## src/rtl/dma_initiator_if.sv

```systemverilog
// Femto peripheral bus bundle between a bus initiator and a responder.
// master: drives request/address/control/data; slave: returns read data, completion and fault.
`ifndef XLEN
`define XLEN 32
`endif
`ifndef BUS_WIDTH
`define BUS_WIDTH 32
`endif
`ifndef BUS_ACC_CNT
`define BUS_ACC_CNT 3
`endif

interface dma_initiator_if;
  logic [`XLEN-1:0]               p_addr;
  logic                           p_w_rb;
  logic [$clog2(`BUS_ACC_CNT)-1:0] p_acc;
  logic [`BUS_WIDTH-1:0]          p_wdata;
  logic [`BUS_WIDTH-1:0]          p_rdata;
  logic                           p_req;
  logic                           p_resp;
  logic                           p_fault;

  modport master (
    output p_addr, p_w_rb, p_acc, p_wdata, p_req,
    input  p_rdata, p_resp, p_fault
  );

  modport slave (
    input  p_addr, p_w_rb, p_acc, p_wdata, p_req,
    output p_rdata, p_resp, p_fault
  );
endinterface

```

## src/rtl/dma_initiator.sv

```systemverilog
// Bus-initiator copy engine: per element one read then one write on the femto bus.
// Ports: clk/rstn, command (start,src,dst,len,acc,abort), status (busy,done,err), bus (master).
`ifndef XLEN
`define XLEN 32
`endif
`ifndef BUS_WIDTH
`define BUS_WIDTH 32
`endif
`ifndef BUS_ACC_CNT
`define BUS_ACC_CNT 3
`endif

module dma_initiator #(
  parameter int LEN_W = 16
) (
  input  logic                            clk,
  input  logic                            rstn,
  input  logic                            start,
  input  logic [`XLEN-1:0]                src,
  input  logic [`XLEN-1:0]                dst,
  input  logic [LEN_W-1:0]                len,
  input  logic [$clog2(`BUS_ACC_CNT)-1:0] acc,
  input  logic                            abort,
  output logic                            busy,
  output logic                            done,
  output logic                            err,
  dma_initiator_if.master                 bus
);

  localparam int AW = $clog2(`BUS_ACC_CNT);
  localparam int XW = `XLEN;
  localparam int BW = `BUS_WIDTH;

  typedef enum logic [1:0] {IDLE, RD, WR, FIN} state_t;

  state_t         state_q;
  logic [XW-1:0]  src_q, dst_q;
  logic [XW-1:0]  src_d, dst_d;
  logic [LEN_W-1:0] rem_q, rem_d;
  logic [AW-1:0]  acc_q;
  logic [BW-1:0]  data_q;
  logic           busy_q, done_q, err_q, errp_q;
  logic           req_q, wrb_q;
  logic [XW-1:0]  addr_q;
  logic [BW-1:0]  wdata_q;

  logic [XW-1:0]  step, amask;
  logic [BW-1:0]  rmask;
  logic           bad_cmd;

  always_comb begin
    step    = XW'(1) << acc_q;
    src_d   = src_q + step;
    dst_d   = dst_q + step;
    rem_d   = rem_q - LEN_W'(1);
    amask   = (XW'(1) << acc) - XW'(1);
    bad_cmd = (acc > AW'(2)) || (|((src | dst) & amask));
  end

  always_comb begin
    rmask = '1;
    unique case (acc_q)
      AW'(0):  rmask = BW'(8'hFF);
      AW'(1):  rmask = BW'(16'hFFFF);
      default: rmask = '1;
    endcase
  end

  // A response always drops p_req for one cycle; the following state
  // raises the next request (or reports in FIN) only after that gap.
  always_ff @(posedge clk or negedge rstn) begin
    if (!rstn) begin
      state_q <= IDLE;
      src_q   <= '0;
      dst_q   <= '0;
      rem_q   <= '0;
      acc_q   <= '0;
      data_q  <= '0;
      busy_q  <= 1'b0;
      done_q  <= 1'b0;
      err_q   <= 1'b0;
      errp_q  <= 1'b0;
      req_q   <= 1'b0;
      wrb_q   <= 1'b0;
      addr_q  <= '0;
      wdata_q <= '0;
    end else begin
      done_q <= 1'b0;
      err_q  <= 1'b0;
      unique case (state_q)
        IDLE: begin
          if (start) begin
            src_q <= src;
            dst_q <= dst;
            rem_q <= len;
            acc_q <= acc;
            if (len == '0) begin
              state_q <= FIN;
              done_q  <= 1'b1;
            end else if (bad_cmd) begin
              state_q <= FIN;
              done_q  <= 1'b1;
              err_q   <= 1'b1;
            end else begin
              state_q <= RD;
              busy_q  <= 1'b1;
              req_q   <= 1'b1;
              wrb_q   <= 1'b0;
              addr_q  <= src;
            end
          end
        end
        RD: begin
          if (req_q && bus.p_resp) begin
            req_q <= 1'b0;
            if (bus.p_fault) begin
              state_q <= FIN;
              errp_q  <= 1'b1;
            end else begin
              data_q  <= bus.p_rdata & rmask;
              state_q <= WR;
            end
          end else if (!req_q) begin
            req_q  <= 1'b1;
            wrb_q  <= 1'b0;
            addr_q <= src_q;
          end
        end
        WR: begin
          if (req_q && bus.p_resp) begin
            req_q <= 1'b0;
            if (bus.p_fault) begin
              state_q <= FIN;
              errp_q  <= 1'b1;
            end else begin
              src_q <= src_d;
              dst_q <= dst_d;
              rem_q <= rem_d;
              if (rem_d == '0) begin
                state_q <= FIN;
                errp_q  <= 1'b0;
              end else if (abort) begin
                state_q <= FIN;
                errp_q  <= 1'b1;
              end else begin
                state_q <= RD;
              end
            end
          end else if (!req_q) begin
            req_q   <= 1'b1;
            wrb_q   <= 1'b1;
            addr_q  <= dst_q;
            wdata_q <= data_q;
          end
        end
        FIN: begin
          // busy still high: this is the bus gap cycle, report next.
          if (busy_q) begin
            busy_q <= 1'b0;
            done_q <= 1'b1;
            err_q  <= errp_q;
            errp_q <= 1'b0;
          end else begin
            state_q <= IDLE;
          end
        end
      endcase
    end
  end

  assign busy        = busy_q;
  assign done        = done_q;
  assign err         = err_q;
  assign bus.p_addr  = addr_q;
  assign bus.p_w_rb  = wrb_q;
  assign bus.p_acc   = acc_q;
  assign bus.p_wdata = wdata_q;
  assign bus.p_req   = req_q;

endmodule
```

## src/flat_wrapper.sv

```systemverilog
// flat-port wrapper written by rule: the top's interface ports become plain ports
module dma_initiator_flat 
#(
  parameter int LEN_W = 16
)
  (clk, rstn, start, src, dst, len, acc, abort, busy, done, err, bus_p_addr, bus_p_w_rb, bus_p_acc, bus_p_wdata, bus_p_req, bus_p_rdata, bus_p_resp, bus_p_fault);
  dma_initiator_if bus_i ();
  input  logic clk;
  input  logic rstn;
  input  logic start;
  input  logic [`XLEN-1:0] src;
  input  logic [`XLEN-1:0] dst;
  input  logic [LEN_W-1:0] len;
  input  logic [$clog2(`BUS_ACC_CNT)-1:0] acc;
  input  logic abort;
  output logic busy;
  output logic done;
  output logic err;
  output wire logic [$bits(bus_i.p_addr)-1:0] bus_p_addr;
  output wire logic [$bits(bus_i.p_w_rb)-1:0] bus_p_w_rb;
  output wire logic [$bits(bus_i.p_acc)-1:0] bus_p_acc;
  output wire logic [$bits(bus_i.p_wdata)-1:0] bus_p_wdata;
  output wire logic [$bits(bus_i.p_req)-1:0] bus_p_req;
  input wire logic [$bits(bus_i.p_rdata)-1:0] bus_p_rdata;
  input wire logic [$bits(bus_i.p_resp)-1:0] bus_p_resp;
  input wire logic [$bits(bus_i.p_fault)-1:0] bus_p_fault;
  assign bus_p_addr = bus_i.p_addr;
  assign bus_p_w_rb = bus_i.p_w_rb;
  assign bus_p_acc = bus_i.p_acc;
  assign bus_p_wdata = bus_i.p_wdata;
  assign bus_p_req = bus_i.p_req;
  assign bus_i.p_rdata = bus_p_rdata;
  assign bus_i.p_resp = bus_p_resp;
  assign bus_i.p_fault = bus_p_fault;
  dma_initiator #(.LEN_W(LEN_W)) u_core (.clk(clk), .rstn(rstn), .start(start), .src(src), .dst(dst), .len(len), .acc(acc), .abort(abort), .busy(busy), .done(done), .err(err), .bus(bus_i));
endmodule
```

## config.mk

```make
export PLATFORM = sky130hd
export DESIGN_NAME = dma_initiator_flat
export DESIGN_NICKNAME = d
export VERILOG_FILES = /design/src/rtl/dma_initiator_if.sv /design/src/rtl/dma_initiator.sv /design/src/flat_wrapper.sv
export SDC_FILE = /design/constraint.sdc
export NUM_CORES = 1
export LEC_CHECK = 0
export BUFFER_PORTS_ARGS = -buffer_cell sky130_fd_sc_hd__buf_4
export CAP_MARGIN = 30
export CORE_MARGIN = 1
export CORE_UTILIZATION = 25
export CTS_CLUSTER_DIAMETER = 60
export DETAILED_ROUTE_END_ITERATION = 10
export GPL_ROUTABILITY_DRIVEN = 0
export HOLD_SLACK_MARGIN = 0.15
export PLACE_DENSITY = 0.44
export SYNTH_ARGS = -nofsm -noshare
export SYNTH_HDL_FRONTEND = slang
export SYNTH_SLANG_ARGS = --single-unit
```

## constraint.sdc

```tcl
create_clock -name clk -period 7.2 [get_ports clk]
set_input_delay 1.44 -clock clk [delete_from_list [all_inputs] [get_ports clk]]
set_output_delay 1.44 -clock clk [all_outputs]
set_load 0.05 [all_outputs]
```

Word-level counts from Yosys, hierarchy flattened --
Index checks and enable logic that the tools add are counted. Widths: inputs -> output; s select.
Cells by class: multiply operators 0, $add $sub $neg 4, bitwise operators 6, reduce and logical (&&, ||, !) cells 22, equal/unequal tests 18, shift-type cells 2, div/mod/pow operators 0, $lt $le $gt $ge 1, mux-type cells 63
Operator list (count):
- $mux 32 | 13
- $pmux 32 s2 | 3
- $pmux 32 s3 | 1
- $add 32x32->32 | 2
- $and 32x32->32 | 2
- $shl 1x2->32 const A | 2
- $mux 16 | 3
- $logic_not 16->1 | 2
- $or 32x32->32 | 1
- $pmux 16 s2 | 1
- $reduce_or 32->1 | 1
- $sub 32x2->32 const B | 1
- $mux 1 | 26
- $ne 2x2->1 const B | 10
- $mux 2 | 9
- $reduce_and 4->1 | 4
- $sub 16x1->16 const B | 1
- $pmux 1 s2 | 4
- $pmux 2 s4 | 1
- $reduce_and 8->1 | 1
- $ne 2x1->1 const B | 3
- $pmux 1 s3 | 2
- $reduce_and 3->1 | 2
- $reduce_and 6->1 | 1
- other kinds (12) | 20
Storage, ports and cells: word-level logic and storage cells 130, memory bits (writable) 0, memories 0, latch bits 0, bits in registers 186, memory bits (read-only) 0

Depth between registers and ports, before layout --
Gate-level depths: netlist of the first run.
depth in word-level cells 9, mapped depth 12, depth with buffers taken out 10

Worst setup path before layout of the first run --
No wires, ideal clock.
kind input -> register, from input port acc[0], to register u_core.addr_q[30] (netlist: u_core.bus.p_addr[30]), data required time 7.130 ns, cell stages on the path 8, path buffers 1, data arrival time 3.399 ns, setup slack 3.731 ns, library setup time 0.070 ns, cell sequence or2_2 ha_1 o21bai_1 nand4_1 or3_1 clkbuf_1 or4b_1 nand3_1
On the way: cells in the longest elaborated chain, start to end 7, elaborated cells between the ends (all ways) 8, those cells by class 1 x add/sub; 1 x order compare; 1 x eq/ne; 1 x shift; 1 x bitwise; 3 x reduce/logical
RTL lines:
- start: declaration | RTL line flat_wrapper.sv:14 | input logic [$clog2(`BUS_ACC_CNT)-1:0] acc;
- $shl 1x2->32 | RTL line dma_initiator.sv:56 | amask = (XW'(1) << acc) - XW'(1);
- $sub 32x2->32 | RTL line dma_initiator.sv:56
- $and 32x32->32 | RTL line dma_initiator.sv:57 | bad_cmd = (acc > AW'(2)) || (|((src | dst) & amask));
- $reduce_or 32->1 | RTL line dma_initiator.sv:57
- $logic_or 1x1->1 * | RTL line dma_initiator.sv:57
- $ne 2x2->1 (no source line) *
- $reduce_and 8->1 (no source line) *
- end signal: assignment | RTL line dma_initiator.sv:109 | addr_q <= src;
- end signal: assignment | RTL line dma_initiator.sv:126 | addr_q <= src_q;
- end signal: assignment | RTL line dma_initiator.sv:152 | addr_q <= dst_q;
- end: declaration | RTL line dma_initiator.sv:44 | logic [XW-1:0] addr_q;
Mark *: on every way between the ends. The rest lies on a longest branch, timed or not. A chain may end at the register's enable or synchronous reset.

Final worst setup path of the first run --
from register u_core.acc_q[1] (netlist: u_core.bus.p_acc[1]), to register u_core.dst_q[16]
On the way: cells in the longest elaborated chain, start to end 5
RTL lines:
- start: declaration | RTL line dma_initiator.sv:40 | logic [AW-1:0] acc_q;
- start signal: assignment | RTL line dma_initiator.sv:77 | acc_q <= '0;
- start signal: assignment | RTL line dma_initiator.sv:96 | acc_q <= acc;
- $shl 1x2->32 | RTL line dma_initiator.sv:52 | step = XW'(1) << acc_q;
- $add 32x32->32 | RTL line dma_initiator.sv:54 | dst_d = dst_q + step;
- $mux 32 | RTL line dma_initiator.sv:132 | if (bus.p_fault) begin
- $mux 32 | RTL line dma_initiator.sv:130 | if (req_q && bus.p_resp) begin
- $pmux 32 s2 | RTL line dma_initiator.sv:90 | unique case (state_q)
- end signal: assignment | RTL line dma_initiator.sv:94 | dst_q <= dst;
- end signal: assignment | RTL line dma_initiator.sv:137 | dst_q <= dst_d;
- end: declaration | RTL line dma_initiator.sv:37 | logic [XW-1:0] src_q, dst_q;
Every way passes these cells. The select of a mux whose other input is x is not followed.

==> results of run 1 <==
-- registers in the layout, indices dropped and copies added (netlist names), 2 cells and up --
signal,cells
u_core.bus.p_addr,32
u_core.state_q,2
u_core.src_q,32
u_core.rem_q,16
u_core.bus.p_acc,2
u_core.dst_q,32
u_core.data_q,32
u_core.bus.p_wdata,32
-- where the power goes --
group	switching [mW]	internal (mW)	total (mW)	leakage, nW
logic	2.55	1.42	3.97	3.36
clock network	0.512	0.496	1.01	0.293
registers	0.564	1.54	2.11	2.29
-- worst max-delay path, cell delays in order (launching register included) --
cell,delay [ps]
dfrtp_1,690
or2_2,530
inv_1,110
ha_1,220
inv_1,70
fa_1,370
nor2b_1,170
o21a_1,530
o2111ai_1,360
or4_1,560
nand3_1,90
-- worst paths after layout --
path	cells past startpoint	startpoint	end	slack, ps
worst max-delay path	10	u_core.bus.p_acc[1]	u_core.dst_q[16]	3430
min in group asynchronous	1	rstn	u_core.bus.p_wdata[27]	910
worst min-delay path	2	u_core.data_q[11]	u_core.data_q[11]	480
worst max register to register	10	u_core.bus.p_acc[1]	u_core.dst_q[16]	3430
worst min register to register	2	u_core.data_q[11]	u_core.data_q[11]	480
max in group asynchronous	2	rstn	u_core.dst_q[7]	4970
-- layout by cell type, fill, tap and decap left out, drive strengths merged, types with 36 or more instances in the layout --
cell	netlist	layout
o21ai	97	97
nor2	58	58
buf	13	210
mux2i	36	36
nand2	129	129
a21oi	93	93
dfrtp	186	186
nand3	63	63
o211ai	45	45
mux2	43	43
o22ai	42	42
-- cell families after synthesis --
| family | Yosys count | synth area share |
|---|---|---|
| AO/OA/AOI/OAI | 433 | 0.242 |
| XOR/XNOR | 5 | 0.00546 |
| adder cells (fa/ha/maj) | 18 | 0.0210 |
| buffers and inverters | 134 | 0.0451 |
| flip-flops | 186 | 0.406 |
| multiplexers | 79 | 0.0737 |
| AND/OR/NAND/NOR | 438 | 0.207 |
-- layer usage --
layer  GRT usage  part of all wire  up-vias  wire length [um]
li1            -                 -     5119                 -
met1       0.245              0.46     5248             19300
met2       0.285              0.47      289             19900
met3      0.0362             0.048       45              2030
met4      0.0674             0.027        0              1120
met5           0                 0        -                 0
-- Yosys cell counts (7+ instances only) --
library cell / n
dfrtp_1: 186
nand2_1: 129
clkbuf_1: 103
o21ai_0: 95
a21oi_1: 93
nand3_1: 63
nor2_1: 58
o211ai_1: 45
mux2_2: 43
o22ai_1: 42
mux2i_1: 36
a21boi_0: 33
a22oi_1: 32
or4b_1: 32
and3_1: 26
nor4_1: 22
nand4_1: 18
inv_1: 17
a31oi_1: 16
ha_1: 16
or3_1: 14
o2111ai_1: 13
nor3_1: 12
and2_1: 11
and4_1: 11
o21a_1: 9
buf_1: 8
or4_1: 8
nand2b_1: 7
nor2b_1: 7
-- metrics by stage --
step	util	hold WS (ps)	area, um^2	std cells	worst slack [ps]
2_1_floorplan	-	444	11500	1293	3730
3_3_place_gp	0.295	459	13400	1985	2910
3_5_place_dp	0.296	465	13400	1987	2940
4_1_cts	0.309	484	14000	2019	3400
5_1_grt	0.309	507	14000	2019	3180
6_report	0.309	480	14000	2019	3430
-- cell type report --
class	instances	area (um^2)	area share
multi-input cells	973	6340	0.452
well taps	600	751	0.0536
repair buffers	211	1610	0.115
flip-flops and latches	186	4650	0.332
clock buffers	17	425	0.0304
clock inverters	15	174	0.0124
inverters	17	63.8	0.00455
==> results.json, run 1 <==
{
  "path_class": "reg -> reg",
  "drt.antenna.violating_nets": 0,
  "final_nets": 1544,
  "layout-drive-gt1-share": 0.218,
  "grt-ovfl-total": 0,
  "setup_viol": 0,
  "crit_path_end_kind": "register",
  "yosysWarningCount": 0,
  "grt_antenna_before_repair": 0,
  "syn_area_per_cell_um2": 8.87,
  "start_util": 0.253,
  "slew_viol_final": 0,
  "post_drt_wl_per_cell_um": 21.0,
  "root_buffer": "clkbuf_16",
  "port_buffers": 190,
  "outcome": "finished clean",
  "cap_violations": 0,
  "firstDrtPassIters": 5,
  "synth_edf_count": 0,
  "max_slew_margin": 0.374,
  "cts.sinks": 186,
  "critPathRequiredTime_ps": 7630,
  "drc": 0,
  "via_per_inst": 5.30,
  "clock_skew_ps": 12.0,
  "hp-class": "reg -> reg",
  "postCtsSetupBuffers": 0,
  "yosysTopAreaCell": "dfrtp_1",
  "rsz0062_at_grt": "no",
  "worst_setup_path_start_kind": "register",
  "synthArstFlopShare": 1.00,
  "fillCellCount": 4799,
  "ys_types": 70,
  "clock.fmax_mhz": 265,
  "htreeDepth": 4,
  "drt-initial-drc-count": 728,
  "ys_seq_area_frac": 0.406,
  "hpwlAfterDp_um": 29100,
  "cts_tree": "yes",
  "rows": 78,
  "path_max_fanout": 22,
  "grt_pass1_wl_um": 64500,
  "grt_pass1_vias": 10200,
  "synth_top_cell_area_share": 0.406,
  "period_share": 0.524,
  "die_height_um": 216,
  "synth_area_leaders": "dfrtp_1 41%, mux2_2 4.2%, nand2_1 4.2%",
  "path_clk_slew_ps": 80,
  "syn_area_mm2": 0.0115,
  "ios": 191,
  "cts.repair.resized": 0,
  "synth_ff_type": "dfrtp_1",
  "drt_wl_total_um": 42400,
  "power_density_mw_per_mm2": 506,
  "synth.net_count": 1431,
  "hold_violations": 0,
  "areaGrowthSynthToFinish_pct": 22.2,
  "fin_setup_tns_ps": 0,
  "power_mw": 7.09,
  "period_needed_ps": 3770,
  "cts_max_path_buffers": 2,
  "cts_made_buffers": 17,
  "ir_worst_vdd_mv": 0.273,
  "core_mm2": 0.0453,
  "grt_start_max_net_pins": 70,
  "die_area_mm2": 0.0467,
  "ys_ff_latch": 186,
  "p_leak_nw": 5.94,
  "antenna_cells": 0,
  "die_width_um": 216,
  "synth_cells": 1293,
  "tightestPinTransition_ps": 936,
  "cp_data_arrival_time_ps": 4200,
  "vias": 10700,
  "clkLatencyLatePin_ps": 490,
  "grt_usage": 0.181,
  "cts_hold_buffers": 0
}
(Power assumes the default switching activity.)
==> run 2: changes to the inputs <==
Settings changed: PLACE_DENSITY 0.44 to 0.45.
Clock period 7.2 ns to 3.05 ns, I/O delays scaled along.
==> results.json, run 2 (synthesis gave the netlist of run 1 again) <==
{
  "clock_skew_ps": 15.0,
  "tightestPinTransition_ps": 771,
  "die_height_um": 216,
  "antenna_cells": 0,
  "fin_area_mm2": 0.0144,
  "htreeDepth": 4,
  "rsz0062_at_grt": "no",
  "fin_setup_tns_ps": 0,
  "slew_viol_final": 0,
  "cts_max_path_buffers": 2,
  "hp-class": "in -> async",
  "layout_commonest_cell": "buf_4",
  "cap_violations": 0,
  "vias": 10900,
  "hold_violations": 0,
  "drc": 0,
  "outcome": "finished clean",
  "grt_start_max_net_pins": 81,
  "power_density_mw_per_mm2": 1190,
  "p_leak_nw": 6.17,
  "power_mw": 17.1,
  "period_needed_ps": 2760,
  "reg2reg_setup_slack_ps": 290,
  "path_clk_slew_ps": 80,
  "rows": 78,
  "period_share": 0.904,
  "final_nets": 1584,
  "port_buffers": 190,
  "crit_path_end_kind": "register",
  "path_class": "reg -> reg",
  "root_buffer": "clkbuf_16",
  "grt_pass1_wl_um": 66000,
  "grt_usage": 0.186,
  "placed_area_mm2": 0.0138,
  "r2r_end": "u_core.dst_q[26]",
  "hpwlAfterDp_um": 30100,
  "critPathRequiredTime_ps": 3420,
  "ios": 191,
  "ir_worst_vdd_mv": 0.621,
  "path_max_fanout": 12,
  "grt_antenna_before_repair": 1,
  "firstDrtPassIters": 5,
  "clock.fmax_mhz": 362,
  "grt-ovfl-total": 0,
  "r2r_start": "u_core.bus.p_acc[1]",
  "worst_setup_path_start_kind": "register",
  "layout-drive-gt1-share": 0.241,
  "setup_viol": 0,
  "post_drt_wl_per_cell_um": 20.9,
  "timing.final.ws_setup_ps": 291,
  "drt_wl_total_um": 43000,
  "via_per_inst": 5.27,
  "hold_ws_ps": 151,
  "cts_tree": "yes",
  "clkLatencyLatePin_ps": 500,
  "pre_cts_slack_ps": -34.3,
  "core_mm2": 0.0453,
  "start_util": 0.253,
  "cts.sinks": 186,
  "max_slew_margin": 0.486,
  "cts_made_buffers": 17,
  "die_width_um": 216,
  "die_area_mm2": 0.0467,
  "drt.antenna.violating_nets": 0,
  "grt_pass1_vias": 10500,
  "drt-initial-drc-count": 734,
  "worst_r2r_path_depth": 11,
  "postCtsSetupBuffers": 0,
  "final_cell_mix": "243 x buf_4, 186 x dfrtp_1, 128 x nand2_1",
  "cp_data_arrival_time_ps": 3120,
  "areaGrowthSynthToFinish_pct": 25.5
}
-- run 2: changes by cell type in the layout (fill, tap and decap cells not counted), sizes merged --
cell / before / now
buf: 210 / 250
clkinv: 5 / 3
inv: 25 / 27
bufinv: 1 / 2
clkinvlp: 1 / 0
-- run 2: critical path, cell delays in order, from the launching register on --
cell	delay [ps]
dfrtp_1	390
or2_2	300
inv_1	90
ha_1	210
inv_1	70
fa_1	370
nor2b_1	180
o21a_1	230
buf_4	230
o211a_1	230
and2_1	210
o211ai_1	100
-- run 2: power by group --
group | switching [mW] | internal, mW
combinational | 6.19 | 3.59
clock | 1.20 | 1.24
sequential | 1.28 | 3.64
-- run 2: what timing repair did --
action                     in CTS  in global routing
resized for setup               0                  1
setup endpoints to repair       0                  1
hold buffers                    0                  0
-- run 2: final cells by class --
| cell class | count | area, um^2 |
|---|---|---|
| Clock inverter | 15 | 175 |
| Clock buffer | 17 | 425 |
| Fill cell | 4781 | 30900 |
| Sequential cell | 186 | 4650 |
| Timing Repair Buffer | 251 | 1980 |
| Tap cell | 600 | 751 |
| Inverter | 17 | 63.8 |
| Multi-Input combinational cell | 973 | 6340 |
-- run 2: metal layers --
metal | track usage | wire, um
met4 | 0.0862 | 1560
met2 | 0.283 | 19500
met1 | 0.252 | 20000
met3 | 0.0366 | 1890
met5 | 0 | 12
-- run 2: how the worst max path moves through the flow --
stage	from	to	slack (ps)	cells past startpoint
after global placement	acc[0]	u_core.bus.p_addr[17]	-20	9
after global routing	u_core.bus.p_acc[1]	u_core.dst_q[26]	50	11
final	u_core.bus.p_acc[1]	u_core.dst_q[26]	290	11
after floorplan	u_core.bus.p_acc[0]	u_core.dst_q[16]	120	11
after detailed placement	acc[0]	u_core.bus.p_addr[17]	-30	9
after CTS	u_core.bus.p_acc[1]	u_core.dst_q[18]	240	10
-- run 2: per-stage QoR --
stage          std cells   util
3_3_place_gp        2027  0.304
2_1_floorplan       1293      -
6_report            2059  0.318
5_1_grt             2059  0.318
4_1_cts             2059  0.318
3_5_place_dp        2027  0.304
